## src/rtl/max7219_pkg.sv

```systemverilog
// Shared definitions for the MAX7219 daisy-chain controller: register map,
// controller state encoding and the hex-to-segment glyph table.
package max7219_pkg;

  localparam logic [7:0] REG_NOP          = 8'h00;
  localparam logic [7:0] REG_DIGIT0       = 8'h01;
  localparam logic [7:0] REG_DECODE_MODE  = 8'h09;
  localparam logic [7:0] REG_INTENSITY    = 8'h0A;
  localparam logic [7:0] REG_SCAN_LIMIT   = 8'h0B;
  localparam logic [7:0] REG_SHUTDOWN     = 8'h0C;
  localparam logic [7:0] REG_DISPLAY_TEST = 8'h0F;

  localparam logic [3:0] INIT_LAST_IDX = 4'd4;

  typedef enum logic [1:0] {
    ST_INIT,
    ST_IDLE,
    ST_XFER,
    ST_GAP
  } state_e;

  // Segment bits A..G on bits 6..0.
  function automatic logic [6:0] hex_to_seg(input logic [3:0] nib);
    logic [6:0] seg;
    seg = 7'h00;
    case (nib)
      4'h0: seg = 7'h7E;
      4'h1: seg = 7'h30;
      4'h2: seg = 7'h6D;
      4'h3: seg = 7'h79;
      4'h4: seg = 7'h33;
      4'h5: seg = 7'h5B;
      4'h6: seg = 7'h5F;
      4'h7: seg = 7'h70;
      4'h8: seg = 7'h7F;
      4'h9: seg = 7'h7B;
      4'hA: seg = 7'h77;
      4'hB: seg = 7'h1F;
      4'hC: seg = 7'h4E;
      4'hD: seg = 7'h3D;
      4'hE: seg = 7'h4F;
      default: seg = 7'h47;
    endcase
    return seg;
  endfunction

endpackage

```

## src/rtl/max7219_chain_ctrl_shifter.sv

```systemverilog
// CS/CLK/DIN serialiser: shifts one NUM_DEV*16-bit command word MSB first,
// with spi_clk phase restarting on every start.
module max7219_shifter
  import max7219_pkg::*;
#(
  parameter int NUM_DEV = 4,
  parameter int CLK_DIV = 25
) (
  input  logic                   clk,
  input  logic                   rst,
  input  logic                   start,
  input  logic [NUM_DEV*16-1:0]  word,
  output logic                   done,
  output logic                   spi_clk,
  output logic                   spi_dout,
  output logic                   spi_cs
);

  localparam int W  = NUM_DEV * 16;
  localparam int DW = $clog2(CLK_DIV);
  localparam int BW = $clog2(W);
  localparam logic [DW-1:0] DIV_LOAD = DW'(CLK_DIV - 1);
  localparam logic [BW-1:0] BIT_LOAD = BW'(W - 1);

  logic          active_q, active_d;
  logic          cs_q, cs_d;
  logic          sclk_q, sclk_d;
  logic          dout_q, dout_d;
  logic [DW-1:0] div_q, div_d;
  logic [BW-1:0] bit_q, bit_d;
  logic [W-1:0]  sr_q, sr_d;

  always_ff @(posedge clk or posedge rst) begin
    if (rst) begin
      active_q <= 1'b0;
      cs_q     <= 1'b1;
      sclk_q   <= 1'b0;
      dout_q   <= 1'b0;
      div_q    <= '0;
      bit_q    <= '0;
      sr_q     <= '0;
    end else begin
      active_q <= active_d;
      cs_q     <= cs_d;
      sclk_q   <= sclk_d;
      dout_q   <= dout_d;
      div_q    <= div_d;
      bit_q    <= bit_d;
      sr_q     <= sr_d;
    end
  end

  always_comb begin
    active_d = active_q;
    cs_d     = cs_q;
    sclk_d   = sclk_q;
    dout_d   = dout_q;
    div_d    = div_q;
    bit_d    = bit_q;
    sr_d     = sr_q;
    // High in the cycle whose closing edge drops the last spi_clk and raises CS.
    done = active_q && sclk_q && (div_q == '0) && (bit_q == '0);

    if (!active_q) begin
      if (start) begin
        active_d = 1'b1;
        cs_d     = 1'b0;
        sclk_d   = 1'b0;
        dout_d   = word[W-1];
        sr_d     = {word[W-2:0], 1'b0};
        div_d    = DIV_LOAD;
        bit_d    = BIT_LOAD;
      end
    end else if (div_q != '0) begin
      div_d = div_q - 1'b1;
    end else begin
      div_d = DIV_LOAD;
      if (!sclk_q) begin
        sclk_d = 1'b1;
      end else begin
        sclk_d = 1'b0;
        if (bit_q == '0) begin
          active_d = 1'b0;
          cs_d     = 1'b1;
          dout_d   = 1'b0;
        end else begin
          bit_d  = bit_q - 1'b1;
          dout_d = sr_q[W-1];
          sr_d   = {sr_q[W-2:0], 1'b0};
        end
      end
    end
  end

  assign spi_clk  = sclk_q;
  assign spi_dout = dout_q;
  assign spi_cs   = cs_q;

endmodule

```

## src/rtl/max7219_chain_ctrl.sv

```systemverilog
// MAX7219 daisy-chain controller: runs the power-up register sequence, then
// pushes accepted frames (intensity + digit registers) to every device.
//
// state   | meaning
// INIT    | launch the first power-up command (held here during reset)
// IDLE    | waiting for a frame, frame_ready high
// XFER    | shifter busy with one command transaction
// GAP     | CS high spacing; launches the next command or returns to IDLE
module max7219_chain_ctrl
  import max7219_pkg::*;
#(
  parameter int NUM_DEV    = 4,
  parameter int CLK_DIV    = 25,
  parameter int SCAN_LIMIT = 7,
  parameter int HEX_DECODE = 1
) (
  input  logic                  clk,
  input  logic                  reset_sw,
  input  logic [NUM_DEV*64-1:0] frame_data,
  input  logic [3:0]            frame_intensity,
  input  logic                  frame_valid,
  output logic                  frame_ready,
  output logic                  spi_clk,
  output logic                  spi_dout,
  output logic                  spi_cs,
  output logic                  busy
);

  localparam int GW = $clog2(2 * CLK_DIV);
  localparam logic [GW-1:0] GAP_LOAD = GW'(2 * CLK_DIV - 1);
  localparam logic [3:0] FRAME_LAST_IDX = 4'(SCAN_LIMIT + 1);

  state_e                state_q, state_d;
  logic                  phase_q, phase_d;
  logic [3:0]            idx_q, idx_d;
  logic [GW-1:0]         gap_q, gap_d;
  logic [NUM_DEV*64-1:0] data_q, data_d;
  logic [3:0]            inten_q, inten_d;

  logic                  start;
  logic                  done;
  logic                  past_last;
  logic [NUM_DEV*16-1:0] word;
  logic [7:0]            addr, dat, raw;
  logic [2:0]            dig;

  always_ff @(posedge clk or posedge reset_sw) begin
    if (reset_sw) begin
      state_q <= ST_INIT;
      phase_q <= 1'b0;
      idx_q   <= '0;
      gap_q   <= '0;
      data_q  <= '0;
      inten_q <= '0;
    end else begin
      state_q <= state_d;
      phase_q <= phase_d;
      idx_q   <= idx_d;
      gap_q   <= gap_d;
      data_q  <= data_d;
      inten_q <= inten_d;
    end
  end

  // Command word for the current phase/index; device NUM_DEV-1 occupies the MSBs.
  always_comb begin
    word = '0;
    addr = 8'h00;
    dat  = 8'h00;
    raw  = 8'h00;
    dig  = 3'(idx_q - 4'd1);
    for (int d = 0; d < NUM_DEV; d++) begin
      raw = data_q[d*64 + int'(dig)*8 +: 8];
      if (!phase_q) begin
        case (idx_q)
          4'd0:    begin addr = REG_DISPLAY_TEST; dat = 8'h00; end
          4'd1:    begin addr = REG_SHUTDOWN;     dat = 8'h01; end
          4'd2:    begin addr = REG_SCAN_LIMIT;   dat = 8'(SCAN_LIMIT); end
          4'd3:    begin addr = REG_DECODE_MODE;  dat = 8'h00; end
          default: begin addr = REG_INTENSITY;    dat = 8'h07; end
        endcase
      end else if (idx_q == 4'd0) begin
        addr = REG_INTENSITY;
        dat  = {4'h0, inten_q};
      end else begin
        addr = REG_DIGIT0 + {5'b0, dig};
        dat  = (HEX_DECODE != 0) ? {raw[7], hex_to_seg(raw[3:0])} : raw;
      end
      word[d*16 +: 16] = {addr, dat};
    end
  end

  assign past_last = phase_q ? (idx_q > FRAME_LAST_IDX) : (idx_q > INIT_LAST_IDX);

  always_comb begin
    state_d = state_q;
    phase_d = phase_q;
    idx_d   = idx_q;
    gap_d   = gap_q;
    data_d  = data_q;
    inten_d = inten_q;
    start   = 1'b0;
    case (state_q)
      ST_INIT: begin
        start   = 1'b1;
        state_d = ST_XFER;
      end
      ST_IDLE: begin
        if (frame_valid) begin
          data_d  = frame_data;
          inten_d = frame_intensity;
          phase_d = 1'b1;
          idx_d   = '0;
          gap_d   = '0;
          state_d = ST_GAP;
        end
      end
      ST_XFER: begin
        if (done) begin
          idx_d   = idx_q + 4'd1;
          gap_d   = GAP_LOAD;
          state_d = ST_GAP;
        end
      end
      default: begin
        if (gap_q != '0) begin
          gap_d = gap_q - 1'b1;
        end else if (past_last) begin
          state_d = ST_IDLE;
        end else begin
          start   = 1'b1;
          state_d = ST_XFER;
        end
      end
    endcase
  end

  assign frame_ready = (state_q == ST_IDLE);
  assign busy        = (state_q != ST_IDLE);

  max7219_shifter #(
    .NUM_DEV (NUM_DEV),
    .CLK_DIV (CLK_DIV)
  ) u_shifter (
    .clk      (clk),
    .rst      (reset_sw),
    .start    (start),
    .word     (word),
    .done     (done),
    .spi_clk  (spi_clk),
    .spi_dout (spi_dout),
    .spi_cs   (spi_cs)
  );

endmodule

```

## config.mk

```make
export PLATFORM = sky130hd
export DESIGN_NAME = max7219_chain_ctrl
export DESIGN_NICKNAME = d
export VERILOG_FILES = /design/src/rtl/max7219_pkg.sv /design/src/rtl/max7219_chain_ctrl_shifter.sv /design/src/rtl/max7219_chain_ctrl.sv
export SDC_FILE = /design/constraint.sdc
export NUM_CORES = 1
export LEC_CHECK = 0
export ABC_AREA = 1
export CAP_MARGIN = 30
export CORE_MARGIN = 1.5
export CORE_UTILIZATION = 47
export DETAILED_ROUTE_END_ITERATION = 10
export PLACE_DENSITY_LB_ADDON = 0.2
export SETUP_SLACK_MARGIN = 0.3
export SYNTH_ARGS = -nofsm -noshare
export SYNTH_HDL_FRONTEND = slang
export SYNTH_SLANG_ARGS = --single-unit
```

## constraint.sdc

```tcl
create_clock -name clk -period 8.4 [get_ports clk]
set_input_delay 1.68 -clock clk [delete_from_list [all_inputs] [get_ports clk]]
set_output_delay 1.68 -clock clk [all_outputs]
set_load 0.02 [all_outputs]
```

; Word level (Yosys, flattened, before mapping)
; Memory sizes are Yosys's and may differ from the RTL's.
; Cells that the tools add are included.
; W data, S select, Z words.
[totals]
reg_bits = 352
latchBits = 0
ramBits = 0
romBits = 448
input_bits = 263
wordCells = 127
n_memories = 4
[memory_table]
columns = memory, words, word_bits, rd, rd_ports_with_merged_regs, wr, line_no
row1 = (no name shown), 16, 7, 1, 0, 0, max7219_pkg.sv:26  ; case (nib)
row2 = (no name shown), 16, 7, 1, 0, 0, max7219_pkg.sv:26
row3 = (no name shown), 16, 7, 1, 0, 0, max7219_pkg.sv:26
row4 = (no name shown), 16, 7, 1, 0, 0, max7219_pkg.sv:26
[op_classes]
add_sub_neg = 9
n_mul = 0
n_div = 0
order_cmp = 2
n_eq_ne = 13
shift = 4
n_mux = 59
bitwise_logic = 1
reduce_logical = 22
[ops]
columns = cell, n
row1 = $shiftx A256 B10 Y8, 2
row2 = $mux W64, 5
row3 = $shiftx A256 B7 Y8, 1
row4 = $shiftx A256 B9 Y8, 1
row5 = $mux W8, 9
row6 = $mux W6, 8
row7 = $mux W1, 21
row8 = $add A8 B6 Y9 const A, 2
row9 = $pmux W6 S3, 1
row10 = $mux W5, 3
row11 = $mux W4, 3
row12 = $ne A2 B2 Y1 const B, 6
row13 = $pmux W3 S4, 1
row14 = $reduce_and A4 Y1, 3
row15 = $sub A6 B1 Y6 const B, 2
row16 = $reduce_and A3 Y1, 3
row17 = $add A7 B6 Y8 const A, 1
row18 = $eq A4 B2 Y1 const B, 2
row19 = $mux W2, 4
row20 = $pmux W4 S2, 1
row21 = $logic_not A6 Y1, 1
row22 = $pmux W2 S3, 1
row23 = $pmux W3 S2, 1
row24 = $reduce_bool A6 Y1, 1
row25 = 22 further kinds, 27

; Logic depth before layout (Yosys ltp)
; An unclocked memory read counts as a cell.
[logic_depth]
depth_word = 8
ltp_mapped = 25
depth_no_buf = 18

; Modules after synthesis
; Synthesis repeated with hierarchy kept, for this count alone.
[hier_totals]
cells_unflattened = 1697
hier_area_um2 = 13553.0
[modules_own_cells]
columns = mod, instances, cells_per_inst, area_each_um2, seq_area_each_um2
row1 = max7219_chain_ctrl, 1, 1123, 9567.9, 4429.2
row2 = max7219_shifter, 1, 574, 3985.1, 1953.1

; Worst setup path after synthesis
; OpenSTA, ideal clock, no wires.
[synth_path]
path_kind = register to register
startpoint = register idx_q[0]
endpoint = register u_shifter.sr_q[4]
setup_ns = 0.122
arrival_time_ns = 2.991
required_ns = 8.278
setup_slack_ns = 5.286
path_stages_with_launch = 23
n_path_buf = 7
path_cell_list = dfrtp_1 buf_2 inv_2 buf_4 buf_2 buf_2 ha_1 buf_2 inv_1 buf_4 buf_2 nor2_1 o21ai_0 nand2_1 nand2_1 nand2_1 inv_1 ha_1 nand3b_1 nand3_1 nand3_1 nand2_1 a21oi_1
[synth_via]
elab_chain_cells = 7
[synth_lines]
columns = element, line_no
row1 = start: declaration, max7219_chain_ctrl.sv:35  ; logic [3:0] idx_q, idx_d;
row2 = start signal: assignment, max7219_chain_ctrl.sv:58  ; idx_q <= idx_d;
row3 = "$sub A3 B1 Y3, or another cell as far along", max7219_chain_ctrl.sv:71  ; dig = 3'(idx_q - 4'd1);
row4 = $shiftx A256 B7 Y8 / $mux W1 (equally long branches), "max7219_chain_ctrl.sv:73, max7219_chain_ctrl.sv:93"
row5 = $mem_v2 Z16 W7 / $mux W1 (equally long branches), -
row6 = $mux W8 / $mux W1 (equally long branches), "max7219_chain_ctrl.sv:82, max7219_chain_ctrl.sv:126"
row7 = $mux W8 / $pmux W1 S2 (equally long branches), "max7219_chain_ctrl.sv:74, max7219_chain_ctrl.sv:103"
row8 = $mux W64 / $reduce_bool A2 Y1 (equally long branches), -
row9 = $mux W64 / $reduce_and A4 Y1 (equally long branches), -
row10 = end signal: assignment, max7219_chain_ctrl_shifter.sv:49  ; sr_q <= sr_d;
row11 = end: declaration, max7219_chain_ctrl_shifter.sv:31  ; logic [W-1:0] sr_q, sr_d;
; Parallel ways exist; a longest one is shown, timed or not. The select of a mux whose other input is x is not followed.
; A chain may end at the register's enable or synchronous reset.

; Worst setup path after layout
[layout_path]
startpoint = register state_q[1]
endpoint = output frame_ready
[layout_via]
elab_chain_cells = 1
[layout_lines]
columns = element, line_no
row1 = start: declaration, max7219_chain_ctrl.sv:33  ; state_e state_q, state_d;
row2 = start signal: assignment, max7219_chain_ctrl.sv:56  ; state_q <= state_d;
row3 = $eq A2 B1 Y1, max7219_chain_ctrl.sv:138  ; assign frame_ready = (state_q == ST_IDLE);
row4 = end: declaration, max7219_chain_ctrl.sv:22  ; output logic frame_ready,
; No other way between the ends.

==> results.json <==
{
  "status": "complete, no violations",
  "grt-busiest-layer": "met2",
  "placed_cells": 1982,
  "ant_nets": 0,
  "grt_use_total_pct": 22.8,
  "crit_type": "register to output pin",
  "die_area_mm2": 0.0291,
  "yosysSeqAreaShare_pct": 48.3,
  "cts_buffers": 27,
  "netlist_area_mm2": 0.0132,
  "place.gp.congestion": 0.833,
  "async_reset_ff_share_pct": 100,
  "rsz0062_at_grt": "false",
  "drv_slew": 0,
  "core_mm2": 0.0277,
  "drcViolationCount": 0,
  "postLayoutCellArea_mm2": 0.0161,
  "insertion_delay_ps": 540,
  "fin_crit_sh_pct": 44.3,
  "overflow": 0,
  "ff2ff_setup_slack_ps": 5090,
  "drv_cap": 0,
  "p_per_area_mw_per_mm2": 159,
  "cp.arrival_ps": 2040,
  "cts_setup_buffers": 0,
  "dpl_cell_area_mm2": 0.0151,
  "ys.flop_type": "dfrtp_1",
  "setup_violations": 0,
  "final_cells": 2033,
  "drtPass1Iterations": 5,
  "wl_per_cell_um": 15.8,
  "synth_cell_type_count": 44,
  "grt_pass1_vias": 10700,
  "cp_max_fo": 6,
  "syn_nets": 1794,
  "max_freq_ghz": 0.269,
  "use_met2_pct": 38.5,
  "cp-end-kind": "output pin",
  "hold_viol_final": 0,
  "critPathLaunchType": "register",
  "worst_slew_pin_slew_ps": 950,
  "nNetsFinal": 1930,
  "num_vias": 10500,
  "avgSynthCellArea_um2": 8.82,
  "layout-drive-gt1-share_pct": 13.5,
  "slew_headroom_pct": 36.7,
  "crit_path_max_incr_delay_ps": 650,
  "leakagePower_nw": 7.99,
  "ys_warn_count": 0,
  "final_cell_mix": "nand2_1 (309), dfrtp_1 (253), clkdlybuf4s50_1 (171), nor2_1 (164), mux2_2 (125)",
  "htree_levels": 1,
  "vdd_ir_drop_max_v": 0.000130,
  "vias_per_cell": 5.18,
  "final_common_cell": "nand2_1",
  "use_met1_pct": 29.5,
  "crit_path_cell_trace": "inv_1 -> ha_1 -> clkdlybuf4s50_1",
  "antenna_found_initial": 1,
  "portBuffers": 171,
  "n_antenna_cell": 0,
  "cp.required_ps": 6720,
  "cts_resized": 0,
  "grt_max_degree": 171,
  "dpl.hpwl_mm": 21.3,
  "dieWidth_um": 171,
  "fp.dieH_um": 171,
  "initial_utilization_pct": 47.7,
  "fin_setup_tns_ps": 0,
  "synth_edf_count": 0,
  "cp_num_buf_inv": 2,
  "clk_path_buf_depth": 3,
  "crit_path_top_delay_cell": "clkdlybuf4s50_1",
  "hold_path.class": "register to register",
  "grt_pass1_wl_mm": 53.4,
  "hold_buffers": 0,
  "cp_top_family": "buffers and inverters",
  "areaGrowthSynthToFinish_pct": 21.7,
  "io_pins": 268,
  "cts_tree": "built",
  "fin_crit_ps": 3720,
  "ys_ff_latch": 255,
  "netlist_instances": 1498,
  "fin_worst_skew_ps": 11.2,
  "core.rowCount": 61,
  "gr-usage-met3_pct": 5.83,
  "initialDrtViolationCount": 499,
  "cts_root_buf": "clkbuf_16",
  "drt_wl_total_mm": 32.0,
  "path_clk_slew_ps": 60,
  "cts_sinks": 255
}
report_power, final:
group	internal (mW)	leakage [nW]	switching [mW]	total (mW)
clock	0.730	0.439	0.490	1.22
combinational	0.0700	4.24	0.0361	0.106
sequential	1.23	3.32	0	1.23
routing by layer:
metal  part of all wire [%]  vias to the layer above
met1                     44                     5078
met4                    1.5                        2
met5                  0.034                        -
li1                       -                     5205
met3                    6.7                       42
met2                     47                      202
flip-flops by register name, indices dropped and copies added, names as in the netlist, 2 cells and up:
| signal | cells |
|---|---|
| u_shifter.div_q | 5 |
| state_q | 2 |
| gap_q | 6 |
| u_shifter.bit_q | 6 |
| idx_q | 4 |
| u_shifter.sr_q | 63 |
| inten_q | 4 |
| data_q | 160 |
cell usage after synthesis (6+ instances only):
| master | count | area, um^2 |
|---|---|---|
| o211ai_1 | 16 | 120 |
| mux2_2 | 125 | 1410 |
| ha_1 | 33 | 413 |
| xor2_1 | 9 | 78.8 |
| nand2_1 | 310 | 1160 |
| o22ai_1 | 7 | 43.8 |
| buf_1 | 9 | 33.8 |
| nand2_4 | 7 | 78.8 |
| buf_2 | 23 | 115 |
| clkbuf_1 | 32 | 120 |
| inv_2 | 9 | 33.8 |
| a31oi_1 | 6 | 37.5 |
| o21ai_0 | 87 | 435 |
| o21ai_1 | 20 | 100 |
| inv_1 | 106 | 398 |
| nand2_2 | 8 | 50.1 |
| a21oi_1 | 92 | 460 |
| o21a_1 | 6 | 45.0 |
| nor2_1 | 164 | 616 |
| buf_4 | 8 | 60.1 |
| dfrtp_1 | 254 | 6360 |
| nand3_1 | 117 | 586 |
per-stage QoR:
stage	hold WS (ps)	util, %	setup slack (ps)	power (mW)
after global placement	460	54.6	4090	1.36
after global routing	496	58.0	4570	2.64
after CTS	476	57.9	4660	2.58
final	471	58.0	4680	2.55
after detailed placement	465	54.7	4380	1.36
after floorplan	449	-	3360	1.27
kinds of logic after synthesis:
group / after synthesis / synth area share (%)
buf+inv: 196 / 6.42
fa+ha+maj: 33 / 3.13
mux: 125 / 10.7
simple gates: 628 / 20.3
compound gates: 250 / 10.4
xor+xnor: 11 / 0.786
flops: 255 / 48.3
path summary, 6_finish.rpt:
kind                                  startpoint                 end  cells past startpoint
worst min register to register  u_shifter.spi_cs    u_shifter.spi_cs                      2
max in group asynchronous               reset_sw         data_q[231]                      3
worst max register to register          idx_q[0]  u_shifter.bit_q[5]                     13
worst max-delay path                  state_q[1]         frame_ready                      3
min in group asynchronous               reset_sw         data_q[178]                      2
worst min-delay path            u_shifter.spi_cs    u_shifter.spi_cs                      2
area by class of cell:
cell class	count	area (um^2)
clock buffers	42	782
clock inverters	8	121
fillers	2442	11600
inverters	118	452
multi-input cells	1047	6000
flip-flops and latches	255	6380
well taps	378	473
repair buffers	185	1870
worst reg2reg max path, cell delays in order (launching register included):
cell	delay, ps
dfrtp_2	580
inv_2	140
ha_1	230
inv_1	140
o21ai_0	100
o21ai_1	170
nand2_1	110
nand2_1	140
nand2_2	160
nand3_4	100
buf_4	560
inv_4	470
o21ai_0	190
o21ai_1	100
(Power assumes the default switching activity.)
